File: config.mk
export PLATFORM = sky130hd
export DESIGN_NAME = amdc_eddy_current_sample_avg
export DESIGN_NICKNAME = d
export VERILOG_FILES = /design/src/rtl/amdc_eddy_current_sample_avg.sv
export SDC_FILE = /design/constraint.sdc
export NUM_CORES = 1
export LEC_CHECK = 0
export ABC_AREA = 0
export BUFFER_PORTS_ARGS = -buffer_cell sky130_fd_sc_hd__buf_2
export CAP_MARGIN = 0
export CORE_MARGIN = 2
export CORE_UTILIZATION = 25
export CTS_CLUSTER_DIAMETER = 30
export DETAILED_ROUTE_END_ITERATION = 8
export PLACE_DENSITY = 0.38
export SYNTH_ARGS = -nofsm -noshare
export SYNTH_HDL_FRONTEND = slang
export SYNTH_SLANG_ARGS = --single-unit
File: constraint.sdc
create_clock -name clk -period 2.7 [get_ports clk]
set_input_delay 0.27 -clock clk [delete_from_list [all_inputs] [get_ports clk]]
set_output_delay 0.27 -clock clk [all_outputs]
set_load 0.02 [all_outputs]
File: src/rtl/amdc_eddy_current_sample_avg.sv
`timescale 1ns/1ps
`default_nettype none
// ============================================================================
// Module   : amdc_eddy_current_sample_avg
// Brief    : Captures X/Y eddy current samples on the SPI master's done rise
//            and publishes a 2^n boxcar average with a one-cycle strobe.
// Revision : 1.0 - initial release
// ============================================================================
module amdc_eddy_current_sample_avg #(
  parameter int DATA_W   = 18,
  parameter int MAX_LOG2 = 4
) (
  input  logic              clk,
  input  logic              rst_n,
  input  logic              enable,
  input  logic              clear,
  input  logic [2:0]        avg_log2,
  input  logic              done,
  input  logic [DATA_W-1:0] sensor_data_x,
  input  logic [DATA_W-1:0] sensor_data_y,
  output logic [DATA_W-1:0] avg_x,
  output logic [DATA_W-1:0] avg_y,
  output logic              avg_valid,
  output logic [15:0]       sample_cnt,
  output logic              busy
);

  localparam int ACC_W = DATA_W + MAX_LOG2;
  localparam int CNT_W = MAX_LOG2 + 1;
  localparam int N_W   = $clog2(MAX_LOG2 + 1);

  typedef enum logic [1:0] {
    S_IDLE   = 2'd0,
    S_ACCUM  = 2'd1,
    S_OUTPUT = 2'd2
  } state_t;

  state_t                   r_state;
  state_t                   w_state_next;

  logic                     r_done_d;
  logic                     w_done_rise;
  logic                     r_cap_v;
  logic [DATA_W-1:0]        r_cap_x;
  logic [DATA_W-1:0]        r_cap_y;
  logic signed [ACC_W-1:0]  r_acc_x;
  logic signed [ACC_W-1:0]  r_acc_y;
  logic signed [ACC_W-1:0]  w_ext_x;
  logic signed [ACC_W-1:0]  w_ext_y;
  logic [CNT_W-1:0]         r_win_cnt;
  logic [CNT_W-1:0]         w_win_target;
  logic [N_W-1:0]           r_n;
  logic [N_W-1:0]           w_n_req;
  logic [DATA_W-1:0]        r_avg_x;
  logic [DATA_W-1:0]        r_avg_y;
  logic                     r_avg_valid;
  logic [15:0]              r_sample_cnt;
  logic                     w_flush;

  assign w_done_rise  = done & ~r_done_d;
  assign w_flush      = clear | ~enable;
  assign w_ext_x      = {{MAX_LOG2{r_cap_x[DATA_W-1]}}, r_cap_x};
  assign w_ext_y      = {{MAX_LOG2{r_cap_y[DATA_W-1]}}, r_cap_y};
  assign w_win_target = CNT_W'(1) << r_n;
  assign w_n_req      = (32'(avg_log2) > MAX_LOG2) ? N_W'(MAX_LOG2) : N_W'(avg_log2);

  // Edge detect and capture stage
  always_ff @(posedge clk or negedge rst_n) begin
    if (!rst_n) begin
      r_done_d <= 1'b0;
      r_cap_v  <= 1'b0;
      r_cap_x  <= '0;
      r_cap_y  <= '0;
    end else begin
      r_done_d <= done;
      r_cap_v  <= w_done_rise & enable & ~clear;
      if (w_done_rise && enable && !clear) begin
        r_cap_x <= sensor_data_x;
        r_cap_y <= sensor_data_y;
      end
    end
  end

  always_ff @(posedge clk or negedge rst_n) begin
    if (!rst_n) begin
      r_state <= S_IDLE;
    end else begin
      r_state <= w_state_next;
    end
  end

  // A sample captured during OUTPUT leaves win_cnt nonzero in IDLE
  always_comb begin
    w_state_next = r_state;
    case (r_state)
      S_IDLE: begin
        if (r_cap_v || (r_win_cnt != '0)) w_state_next = S_ACCUM;
      end
      S_ACCUM: begin
        if (r_win_cnt == w_win_target) w_state_next = S_OUTPUT;
      end
      S_OUTPUT: begin
        w_state_next = S_IDLE;
      end
      default: begin
        w_state_next = S_IDLE;
      end
    endcase
    if (w_flush) w_state_next = S_IDLE;
  end

  // Accumulate and output stages
  always_ff @(posedge clk or negedge rst_n) begin
    if (!rst_n) begin
      r_acc_x      <= '0;
      r_acc_y      <= '0;
      r_win_cnt    <= '0;
      r_n          <= '0;
      r_avg_x      <= '0;
      r_avg_y      <= '0;
      r_avg_valid  <= 1'b0;
      r_sample_cnt <= '0;
    end else if (clear) begin
      r_acc_x      <= '0;
      r_acc_y      <= '0;
      r_win_cnt    <= '0;
      r_avg_x      <= '0;
      r_avg_y      <= '0;
      r_avg_valid  <= 1'b0;
      r_sample_cnt <= '0;
    end else begin
      r_avg_valid <= 1'b0;
      if (!enable) begin
        r_acc_x   <= '0;
        r_acc_y   <= '0;
        r_win_cnt <= '0;
      end else if (r_state == S_OUTPUT) begin
        r_avg_x     <= DATA_W'(r_acc_x >>> r_n);
        r_avg_y     <= DATA_W'(r_acc_y >>> r_n);
        r_avg_valid <= 1'b1;
        if (r_cap_v) begin
          // Back-to-back sample opens the next window immediately
          r_acc_x      <= w_ext_x;
          r_acc_y      <= w_ext_y;
          r_win_cnt    <= CNT_W'(1);
          r_n          <= w_n_req;
          r_sample_cnt <= r_sample_cnt + 16'd1;
        end else begin
          r_acc_x   <= '0;
          r_acc_y   <= '0;
          r_win_cnt <= '0;
        end
      end else if (r_cap_v) begin
        r_acc_x      <= r_acc_x + w_ext_x;
        r_acc_y      <= r_acc_y + w_ext_y;
        r_win_cnt    <= r_win_cnt + CNT_W'(1);
        r_sample_cnt <= r_sample_cnt + 16'd1;
        if (r_win_cnt == '0) r_n <= w_n_req;
      end
    end
  end

  assign avg_x      = r_avg_x;
  assign avg_y      = r_avg_y;
  assign avg_valid  = r_avg_valid;
  assign sample_cnt = r_sample_cnt;
  assign busy       = ((r_state == S_ACCUM) || (r_state == S_OUTPUT)) && (r_win_cnt != '0);

endmodule
`default_nettype wire

# After elaboration in Yosys (flattened, before gate mapping)
# Cells that the tools add are included.
# classes
n_shift	3
n_mux	36
eq_ne	6
n_reduce_logical	17
order_cmp	1
bitwise	7
add_sub_neg	4
# ops
operator	n
2-to-1 mux 22 bit	10
2-to-1 mux 18 bit	6
2-to-1 mux 16 bit	3
adder 22 x 18 -> 22 bit	2
>>> shifter 22 x 3 -> 18 bit	2
2-to-1 mux 5 bit	4
adder 16 x 1 -> 16 bit (second input constant)	1
2-to-1 mux 3 bit	5
nonzero test 2 bit	4
2-to-1 mux 2 bit	3
!= test 3 bit (second input constant)	2
AND reduction 2 bit	3
adder 5 x 1 -> 5 bit (second input constant)	1
equality test 5 bit	1
logical NOT 5 bit	1
nonzero test 5 bit	1
left shift 1 x 3 -> 5 bit (first input constant)	1
2-to-1 mux 1 bit	4
!= test 4 x 1 -> 1 bit (second input constant)	1
one-hot mux 2 bit (2 select lines)	1
AND reduction 4 bit	1
bitwise AND 1 bit	3
greater-than comparator 3 bit (second input constant)	1
logical AND 1 bit	3
other kinds (7)	10
# word_totals
out_inout_bits	54
ff_bits	145

# Logic depth before layout (Yosys ltp)
# depth
ltp_word	5
ltp_mapped	11
mapped_depth_nobuf	11

# Worst setup path after synthesis
# No wires, ideal clock.
# synth_timing
path_kind	reg2reg
start	reg r_cap_x[0]
end	reg r_acc_x[20]
stages_incl_launch_ff	12
setup_ns	0.077
t_arrival_ns	2.145
required_ns	2.623
setup_slack_ns	0.478
cell_sequence	dfrtp_1 -> ha_1 -> inv_1 -> fa_1 -> nor2b_1 -> o211ai_1 -> a211oi_2 -> nor3b_2 -> o31ai_1 -> xor2_1 -> nor2_1 -> o21ai_1
# synth_via
elab_chain_cells	5
# synth_lines
item	line_no	rtl
start, declared	44	logic [DATA_W-1:0] r_cap_x;
start signal, assigned	78	r_cap_x <= sensor_data_x;
adder 22 x 18 -> 22 bit	154	r_acc_x <= r_acc_x + w_ext_x;
2-to-1 mux 22 bit	153	end else if (r_cap_v) begin
2-to-1 mux 22 bit	137	end else if (r_state == S_OUTPUT) begin
2-to-1 mux 22 bit	133	if (!enable) begin
2-to-1 mux 22 bit	123	end else if (clear) begin
end signal, assigned	143	r_acc_x <= w_ext_x;
end signal, assigned	154	
end, declared	46	logic signed [ACC_W-1:0] r_acc_x;
# Every way passes these cells. The select of a mux whose other input is x is not followed.
# A chain may end at the register's enable or synchronous reset.

# Final worst setup path
# layout_timing
start	reg r_cap_y[0]
end	reg r_acc_y[14]
# layout_via
elab_chain_cells	5
# layout_lines
item	line_no	rtl
start, declared	45	logic [DATA_W-1:0] r_cap_y;
start signal, assigned	79	r_cap_y <= sensor_data_y;
adder 22 x 18 -> 22 bit	155	r_acc_y <= r_acc_y + w_ext_y;
2-to-1 mux 22 bit	153	
2-to-1 mux 22 bit	137	
2-to-1 mux 22 bit	133	
2-to-1 mux 22 bit	123	
end signal, assigned	144	r_acc_y <= w_ext_y;
end signal, assigned	155	
end, declared	47	logic signed [ACC_W-1:0] r_acc_y;
# Every way passes these cells. The select of a mux whose other input is x is not followed.

==> impl_results.md <==
- Pins Over Slew Limit: 0
- Worst vdd ir: 0.410 mV
- Final Skew: 0.00800 ns
- Pwr dens: 559 nW/um2
- Clk sink count: 145
- Vias: 8035
- Remaining global-route overflow: 0
- TritonCTS clock tree: built
- DR vias/cell: 4.85
- Reg2Reg Depth: 11
- Worst EP required: 3.00 ns
- DRC viols: 0
- Ys flop type: dfrtp_1
- Number of buffers added on ports: 97
- RSZ-0062 raised after global routing: false
- # diodes: 0
- EDFF count, synth: 0
- Worst Path Arrival: 2.79 ns
- Synth cell types: 70
- Chip height: 201 um
- Gr usage total: 15.4%
- Mean post-synth cell area: 9.36 um2
- Worst-margin pin slew: 1.07 ns
- Largest net degree at the start of global routing: 58
- Netlist Area Pre-Place: 9670 um2
- Maximum Capacitance Violations: 0
- First-pass iteration count of the detailed router: 4
- Ys async rst share: 100%
- Final min period: 2.48 ns
- CP startpoint kind: flip-flop
- Core Rows: 72
- Worst-path fanout max: 4
- Final Util: 30.0%
- CTS Root Cell: clkbuf_16
- Initial antenna violation count: 0
- Warnings, synthesis: 0
- Fmax: 403 MHz
- Status: complete, no violations
- Hold path depth: 2
- Hold WC Path Type: in2reg
- Initial Utilization: 25.2%
- Routed WL: 30300 um
- Wire per inst: 18.3 um
- Fin crit share: 91.9%
- Die width: 201 um
- Most common cell after layout, fill and taps aside: dfrtp_1
- HPWL Detailed: 22400 um
- Critical path class: reg2reg
- Final Hold Viols: 0
- Core area: 38400 um2
- First-pass GRT wire length: 48300 um
- Crit end category: flip-flop
- Seq/Total Area, Yosys: 37.5%
- Antenna Violating Nets Remaining: 0
- Setup TNS: 0 ns
- Clock Tree Buf Depth: 2
- Setup violations, final: 0
- Layout cells sized above 1: 22.4%
- Commonest non-fill, non-tap cells in the layout: 143 x dfrtp_1, 106 x nand2_1, 96 x buf_2
- Skew-Pair Late Insertion Delay: 0.44 ns
- Initial DRC Count: 436
- Nets: 1221
- Io pins: 98
- Post-synthesis net count: 1128
- Area growth syn-to-layout: 19.1%
- Post-synthesis cell count: 1033
- Number of H-tree levels: 4
- FF+latch count, synth: 145
- Die area: 40300 um2
- Reg clk slew, reported paths: 0.06 ns
- Slew HR: 28.4%
- TritonCTS buffer count: 17
- Lkg Pwr: 5.14 nW
- GP Congestion: 0.857
- Vias in the first global route: 8063
-- worst max-delay path, cell delays in order (launching register included) --
cell      delay [ns]
dfrtp_1         0.40
ha_1            0.25
inv_1           0.08
fa_1            0.20
nor2b_2         0.06
o21a_1          0.21
o211ai_1        0.27
a21oi_2         0.10
or2_1           0.24
a41oi_1         0.27
xor2_1          0.17
o22ai_1         0.09
-- registers in the layout, summed over array words and instances, names as in the netlist --
signal / cells
avg_valid: 1
r_cap_v: 1
r_acc_x: 22
r_cap_x: 18
r_n: 3
r_cap_y: 18
avg_y: 18
r_state: 2
r_win_cnt: 5
avg_x: 18
r_done_d: 1
r_acc_y: 22
sample_cnt: 16
-- cell usage after synthesis (17+ instances only) --
library cell | number | share of area [%]
dfrtp_1 | 145 | 38
nand2_1 | 106 | 4.1
a21o_1 | 18 | 1.4
mux2_2 | 41 | 4.8
xnor2_1 | 23 | 2.1
and3_1 | 18 | 1.2
xor2_1 | 25 | 2.3
ha_1 | 49 | 6.3
nor3_1 | 17 | 0.88
a22oi_1 | 17 | 1.3
o21ai_0 | 69 | 3.6
a211oi_1 | 22 | 1.7
clkbuf_1 | 40 | 1.6
mux2i_1 | 46 | 4.8
a21oi_1 | 78 | 4.0
nor2_1 | 78 | 3.0
inv_1 | 24 | 0.93
-- metal layers --
layer	share of wire (%)	vias up	GRT usage, %
li1	-	3969	-
met1	54	3934	23.4
met2	42	117	22.4
met3	3.1	15	2.37
met4	1.1	0	3.94
met5	0	-	0
-- timing repair --
item                       4_1_cts  5_1_grt
buffers inserted                 0        1
setup endpoints to repair        0        4
hold buffers                     2        0
hold endpoints to repair        55        0
resized for setup                0        5
-- power by group --
part | internal (mW) | total (mW) | switching [mW]
Sequential | 2.32 | 2.48 | 0.163
Clock | 1.58 | 2.56 | 0.978
Combinational | 0.583 | 1.40 | 0.818
Total | 4.48 | 6.44 | 1.96
-- cell type report --
cell class / instances / area (um2)
fill: 4106 / 26900
multi-input combinational: 797 / 5690
sequential: 145 / 3630
timing repair buffer: 141 / 840
tap: 518 / 648
clock buffer: 20 / 457
clock inverter: 11 / 161
inverter: 24 / 90.1
-- cells by family after synthesis --
logic type / Yosys count / share of synthesized area (%)
flip-flops: 145 / 37.5
AND/OR/NAND/NOR: 295 / 14.4
multiplexers: 103 / 13.3
adder cells (fa/ha/maj): 51 / 6.75
XOR/XNOR: 48 / 4.35
buffers and inverters: 91 / 3.86
AO/OA/AOI/OAI: 300 / 19.9
-- per-stage QoR --
step                cells  worst slack, ns  total power [mW]  cell area, um2  hold slack (ns)
CTS                  1655            0.181              6.56           11500           0.0379
finish               1656            0.219              6.44           11500           0.0608
detailed placement   1622            0.192              3.93           10900            0.294
global placement     1622            0.226              3.94           10900            0.302
global route         1656           0.0210              6.82           11500           0.0425
floorplan            1033            0.478              3.48            9670          -0.0256
-- final timing paths --
kind	to	slack [ns]	from
hold reg to reg	avg_y[7]$_DFFE_PN0P_	0.47	avg_y[7]$_DFFE_PN0P_
hold / removal	r_cap_x[5]$_DFFE_PN0P_	0.06	sensor_data_x[5]
setup reg to reg	r_acc_y[14]$_DFFE_PN0P_	0.22	r_cap_y[0]$_DFFE_PN0P_
setup / recovery	r_acc_y[14]$_DFFE_PN0P_	0.22	r_cap_y[0]$_DFFE_PN0P_
max in group asynchronous	avg_x[1]$_DFFE_PN0P_	1.59	rst_n
min in group asynchronous	sample_cnt[10]$_DFFE_PN0P_	0.36	rst_n
No activity file was read; power rests on OpenSTA's default activity.
